`src/rtl/apb_regbank_slave_pkg.sv`:
```
// Shared types and constants for the APB register-bank completer.
package apb_pkg;

    typedef enum logic {
        IDLE   = 1'b0,
        ACCESS = 1'b1
    } state_t;

    localparam int unsigned DATA_W          = 32;
    localparam int unsigned ADDR_W          = 8;
    localparam int unsigned WAIT_W          = 4;
    localparam int unsigned PROT_CNT_W      = 8;
    // WAIT_CFG and ID sit at the top of the bank, counted back from NUM_REGS
    localparam int unsigned WAIT_CFG_OFFSET = 2;
    localparam int unsigned ID_OFFSET       = 1;

    localparam logic [DATA_W-1:0] ID_VALUE_DEFAULT = 32'hA5B0_0001;

endpackage

```
`src/rtl/apb_regbank_slave_wait_ctr.sv`:
```
// Loadable down-counter that paces wait states; zero_c flags the last wait.
module apb_wait_ctr
    import apb_pkg::*;
(
    input  logic              apb_clk,
    input  logic              sys_reset,
    input  logic              load,
    input  logic [WAIT_W-1:0] load_val,
    input  logic              dec,
    output logic              zero_c
);

    logic [WAIT_W-1:0] cnt;

    always_ff @(posedge apb_clk or negedge sys_reset) begin
        if (!sys_reset) begin
            cnt <= '0;
        end else if (load) begin
            cnt <= load_val;
        end else if (dec && cnt != '0) begin
            cnt <= cnt - WAIT_W'(1);
        end
    end

    assign zero_c = (cnt == '0);

endmodule

```
`src/rtl/apb_regbank_slave.sv`:
```
// APB completer with a word-indexed register bank, programmable wait states and error response.
// Define APB_PROT_ERR_CNT_EN to enable the saturating protocol-violation counter.
module apb_regbank_slave
    import apb_pkg::*;
#(
    parameter int unsigned       NUM_REGS     = 32,
    parameter logic [DATA_W-1:0] ID_VALUE     = ID_VALUE_DEFAULT,
    parameter int unsigned       WAIT_DEFAULT = 0
) (
    input  logic                  apb_clk,
    input  logic                  sys_reset,
    input  logic                  apb_selx,
    input  logic                  apb_en,
    input  logic                  apb_write,
    input  logic [ADDR_W-1:0]     apb_addr,
    input  logic [DATA_W-1:0]     apb_wdata,
    output logic [DATA_W-1:0]     apb_rdata,
    output logic                  apb_ready,
    output logic                  apb_slverr,
    output logic [PROT_CNT_W-1:0] prot_err_cnt
);

    localparam int unsigned WAIT_IDX = NUM_REGS - WAIT_CFG_OFFSET;
    localparam int unsigned ID_IDX   = NUM_REGS - ID_OFFSET;
    localparam int unsigned GP_REGS  = NUM_REGS - 2;

    state_t              state, state_next;
    logic [ADDR_W-1:0]   cap_addr;
    logic                cap_write;
    logic [DATA_W-1:0]   cap_wdata;
    logic [WAIT_W-1:0]   wait_cfg;
    logic [DATA_W-1:0]   regs [GP_REGS];
    logic [DATA_W-1:0]   rd_val;
    logic                wait_load, wait_dec, wait_zero;
    logic                ready_c, addr_err, commit;

    always_ff @(posedge apb_clk or negedge sys_reset) begin
        if (!sys_reset) state <= IDLE;
        else            state <= state_next;
    end

    // Transfer sequencing: setup capture, wait-state countdown, single-cycle ready
    always_comb begin
        state_next = state;
        wait_load  = 1'b0;
        wait_dec   = 1'b0;
        ready_c    = 1'b0;
        case (state)
            IDLE: begin
                if (apb_selx && !apb_en) begin
                    state_next = ACCESS;
                    wait_load  = 1'b1;
                end
            end
            ACCESS: begin
                if (!apb_selx) begin
                    state_next = IDLE;
                end else if (apb_en) begin
                    if (wait_zero) begin
                        ready_c    = 1'b1;
                        state_next = IDLE;
                    end else begin
                        wait_dec = 1'b1;
                    end
                end
            end
            default: state_next = IDLE;
        endcase
    end

    apb_wait_ctr u_wait_ctr (
        .apb_clk   (apb_clk),
        .sys_reset (sys_reset),
        .load      (wait_load),
        .load_val  (wait_cfg),
        .dec       (wait_dec),
        .zero_c    (wait_zero)
    );

    always_ff @(posedge apb_clk or negedge sys_reset) begin
        if (!sys_reset) begin
            cap_addr  <= '0;
            cap_write <= 1'b0;
            cap_wdata <= '0;
        end else if (wait_load) begin
            cap_addr  <= apb_addr;
            cap_write <= apb_write;
            cap_wdata <= apb_wdata;
        end
    end

    assign addr_err = (32'(cap_addr) >= NUM_REGS) || (cap_write && 32'(cap_addr) == ID_IDX);
    assign commit   = ready_c && cap_write && !addr_err;

    always_ff @(posedge apb_clk or negedge sys_reset) begin
        if (!sys_reset) begin
            for (int i = 0; i < GP_REGS; i++) regs[i] <= '0;
            wait_cfg <= WAIT_W'(WAIT_DEFAULT);
        end else if (commit) begin
            for (int i = 0; i < GP_REGS; i++) begin
                if (32'(cap_addr) == 32'(i)) regs[i] <= cap_wdata;
            end
            if (32'(cap_addr) == WAIT_IDX) wait_cfg <= cap_wdata[WAIT_W-1:0];
        end
    end

    always_comb begin
        rd_val = '0;
        if (32'(cap_addr) == ID_IDX) begin
            rd_val = ID_VALUE;
        end else if (32'(cap_addr) == WAIT_IDX) begin
            rd_val = DATA_W'(wait_cfg);
        end else begin
            for (int i = 0; i < GP_REGS; i++) begin
                if (32'(cap_addr) == 32'(i)) rd_val = regs[i];
            end
        end
    end

    assign apb_ready  = ready_c;
    assign apb_slverr = ready_c && addr_err;
    assign apb_rdata  = (ready_c && !addr_err) ? rd_val : '0;

`ifdef APB_PROT_ERR_CNT_EN
    logic                  violation_c;
    logic [PROT_CNT_W-1:0] err_cnt;

    // One count per cycle in which any protocol rule is broken
    always_comb begin
        violation_c = 1'b0;
        if (state == IDLE && apb_selx && apb_en) violation_c = 1'b1;
        if (state == ACCESS && !apb_selx) violation_c = 1'b1;
        if (state == ACCESS && apb_selx && (apb_write != cap_write || apb_addr != cap_addr))
            violation_c = 1'b1;
    end

    always_ff @(posedge apb_clk or negedge sys_reset) begin
        if (!sys_reset) begin
            err_cnt <= '0;
        end else if (violation_c && err_cnt != '1) begin
            err_cnt <= err_cnt + PROT_CNT_W'(1);
        end
    end

    assign prot_err_cnt = err_cnt;
`else
    assign prot_err_cnt = '0;
`endif

endmodule

```
`config.mk`:
```
export PLATFORM = sky130hd
export DESIGN_NAME = apb_regbank_slave
export DESIGN_NICKNAME = d
export VERILOG_FILES = /design/src/rtl/apb_regbank_slave_pkg.sv /design/src/rtl/apb_regbank_slave_wait_ctr.sv /design/src/rtl/apb_regbank_slave.sv
export SDC_FILE = /design/constraint.sdc
export NUM_CORES = 2
export LEC_CHECK = 0
export CORE_UTILIZATION = 60
export DETAILED_ROUTE_END_ITERATION = 10
export GPL_ROUTABILITY_DRIVEN = 0
export PLACE_DENSITY_LB_ADDON = 0.08
export SETUP_SLACK_MARGIN = 0.1
export SLEW_MARGIN = 15
export SYNTH_ARGS = -nofsm -noshare
export SYNTH_HDL_FRONTEND = slang
export SYNTH_SLANG_ARGS = --single-unit
```
`constraint.sdc`:
```
create_clock -name apb_clk -period 3.45 [get_ports apb_clk]
set_input_delay 0.69 -clock apb_clk [delete_from_list [all_inputs] [get_ports apb_clk]]
set_output_delay 0.69 -clock apb_clk [all_outputs]
set_load 0.02 [all_outputs]
```
==> flow_metrics.tcl <==
set metrics [dict create \
    leakage_nw 29.4 \
    max_stage_delay_ns 0.43 \
    clock-root-buffer "clkbuf_16" \
    layout_commonest_cell "dfrtp_1" \
    routed_via_density 6.96 \
    worst_ep_arrival_time_ns 3.54 \
    detail-route-antenna-nets 0 \
    yosysWarnings 0 \
    synthTopCellsByArea "dfrtp_1, mux2_1, mux2_2" \
    clk_pin_slew_ns 0.07 \
    crit_required_ns 2.76 \
    final_cell_mix "dfrtp_1, mux2_1, buf_4" \
    syn_avg_cell_area_sq_um 13.1 \
    grt_usage_pct 42.3 \
    cp_slowest_cell "dfrtp_1" \
    htreeDepth 3 \
    grt_max_degree 97 \
    wl_per_cell_um 32.7 \
    vias 36800 \
    design.final.nets 4198 \
    pin_count 87 \
    period_share_pct 123 \
    cp_cell_sequence "buf_6 > nor3b_4 > nand2_2 > buf_6 > nor2_4 > buf_12 > a221oi_4 > buf_4 > and3_4 > o2111ai_4 > a221oi_2 > buf_4 > o32ai_4 > buf_6" \
    rsz0062_at_grt "true" \
    max-vdd-ir-drop_mv 0.402 \
    fin_ws_ns -0.781 \
    cts_tree "yes" \
    die_h_um 283 \
    numPortBuffers 78 \
    core_area_sq_um 77800 \
    ys_ff_latch 1010 \
    dr.pass1.iters 8 \
    cts_hold_buf 0 \
    finalHoldViolations 0 \
    layout-drive-gt1-share_pct 40.4 \
    design_area_sq_um 60200 \
    die-area_sq_um 80200 \
    slew_viol_final 0 \
    areaGrowthSynthToFinish_pct 26.8 \
    synth-async-reset-ratio_pct 100 \
    drv_cap 0 \
    slew_headroom_pct 14.8 \
    die_w_um 283 \
    first_global_vias 37800 \
    violations "setup timing" \
    netlist_area_sq_um 47500 \
    powerDensity_nw_per_um2 476 \
    totalWireLength_um 173000 \
    ys_seq_area_share_pct 53.3 \
    synth.top_cell.area_share_pct 53.3 \
    fillers 4555 \
    clock-sinks 1010 \
    clk_latency_ns 0.70 \
    synth_flop_cell "dfrtp_1" \
    drc 0 \
    netlist_instances 3624 \
    worst_hold_slack_ns 0.00490 \
    dpl.hpwl_um 110000 \
    timing.fmax_mhz 236 \
    hold_path_class "primary input to async pin" \
    synth-edff-count 0 \
    max_slew.worst_pin.slew_ns 1.28 \
    path_common_cell "buf_6" \
    end_kind "output pin" \
    skew_ns 0.0269 \
    worst-path-buf-inv 6 \
    pre_cts_ws_ns -0.796 \
    finalCriticalPeriod_ns 4.23 \
    cp_top_family "buffers and inverters" \
    overflow 0 \
    synth_area_leader_cell "dfrtp_1" \
    outcome "complete, but fails checks" \
    placed_area_sq_um 52600 \
    initial_core_util_pct 61.0 \
    clock_path_buffers 3 \
    synth_cell_types 79 \
    numCtsBuffers 107 \
    drtIter0Drc 4473 \
    setup_viol 32 \
    critical_path_peak_fanout 6 \
    p_total_mw 28.6 \
    grt_pass1_wl_um 251000 \
    start_kind "register" \
    grt_antenna_before_repair 2 \
    placementRows 102 \
    path_class "register to output pin" \
]
sequential cells by signal, indices dropped and copies added, names as in the netlist:
| name | count |
|---|---|
| cap_addr | 8 |
| cap_wdata | 32 |
| cap_write | 1 |
| u_wait_ctr.cnt | 4 |
| regs | 960 |
| wait_cfg | 4 |
| state | 1 |
layout make-up:
| type | count | area (sq um) | share of cell area (%) |
|---|---|---|---|
| diodes | 3 | 7.51 | 0.0125 |
| well taps | 1040 | 1300 | 2.16 |
| flip-flops and latches | 1010 | 25300 | 42.0 |
| repair buffers | 760 | 7900 | 13.1 |
| multi-input cells | 2260 | 22100 | 36.7 |
| clock inverters | 36 | 429 | 0.713 |
| clock buffers | 160 | 3090 | 5.14 |
| inverters | 12 | 51.3 | 0.0853 |
stage by stage:
stage,utilization [%],instances,TNS [ns]
2_1_floorplan,-,3631,0
3_5_place_dp,67.5,4927,-16.79
3_3_place_gp,67.5,4927,-16.02
6_report,77.3,5281,-20.66
4_1_cts,74.9,5193,-19.12
5_1_grt,77.3,5278,-21.64
cells by family (layout without fill, tap and decap cells):
logic type      Yosys count  after routing  synth area share (%)
compound gates          645            645                  8.95
xor+xnor                  1              1                0.0185
fa+ha+maj                 2              2                0.0527
buf+inv                 361            968                  4.33
flops                  1010           1010                  53.3
mux                    1142           1142                  28.2
other cells               1             11               0.00790
simple gates            462            462                  5.20
where the power goes:
group | leakage (nW) | internal (mW) | switching [mW]
Sequential | 14.0 | 11.9 | 0.728
Combinational | 13.7 | 1.80 | 2.48
Clock | 1.73 | 6.78 | 4.89
Yosys cell counts, drive strengths merged, types with 4 or more instances:
library cell,count
mux2,1042
nor2b,17
nand2b,10
a22oi,62
mux2i,52
mux4,48
a21boi,4
a2111oi,6
a221oi,45
a22o,18
clkbuf,172
inv,10
a31oi,26
a211o,5
a222oi,6
nand2,168
nand3,38
o2bb2ai,5
nor2,130
a221o,15
a21o,6
o211ai,20
dfrtp,1010
nor3b,7
o22ai,58
buf,177
o32ai,4
o221ai,24
o21ai,137
and2,4
nand4,10
o2111ai,6
nor3,44
and3,7
a211oi,21
or3,5
a21oi,153
nor4,12
per-layer routing:
layer | share of wire [%] | vias up | GRT usage (%)
met2 | 44 | 2589 | 62.3
met1 | 37 | 19000 | 55.7
met3 | 12 | 793 | 11.6
li1 | - | 14400 | -
met5 | 0.0064 | - | 0
met4 | 7.5 | 2 | 26.6
path summary, 6_finish.rpt:
kind                              from            end  slack [ns]  cells after the start
min in group apb_clk         regs[647]      regs[647]        0.49                      1
setup / recovery           cap_addr[6]  apb_rdata[27]       -0.78                     14
hold reg to reg              regs[647]      regs[647]        0.49                      1
setup reg to reg           cap_addr[7]      regs[479]        0.09                     10
max in group asynchronous    sys_reset      regs[773]        2.21                      2
hold / removal               sys_reset   cap_wdata[8]       0.005                      1
what timing repair did:
item,in CTS,in global routing
gates cloned,6,3
setup endpoints to repair,146,34
resized for setup,505,253
hold endpoints to repair,0,0
buffers inserted,65,85
pin swaps,101,144
No activity file was read; power rests on OpenSTA's default activity.
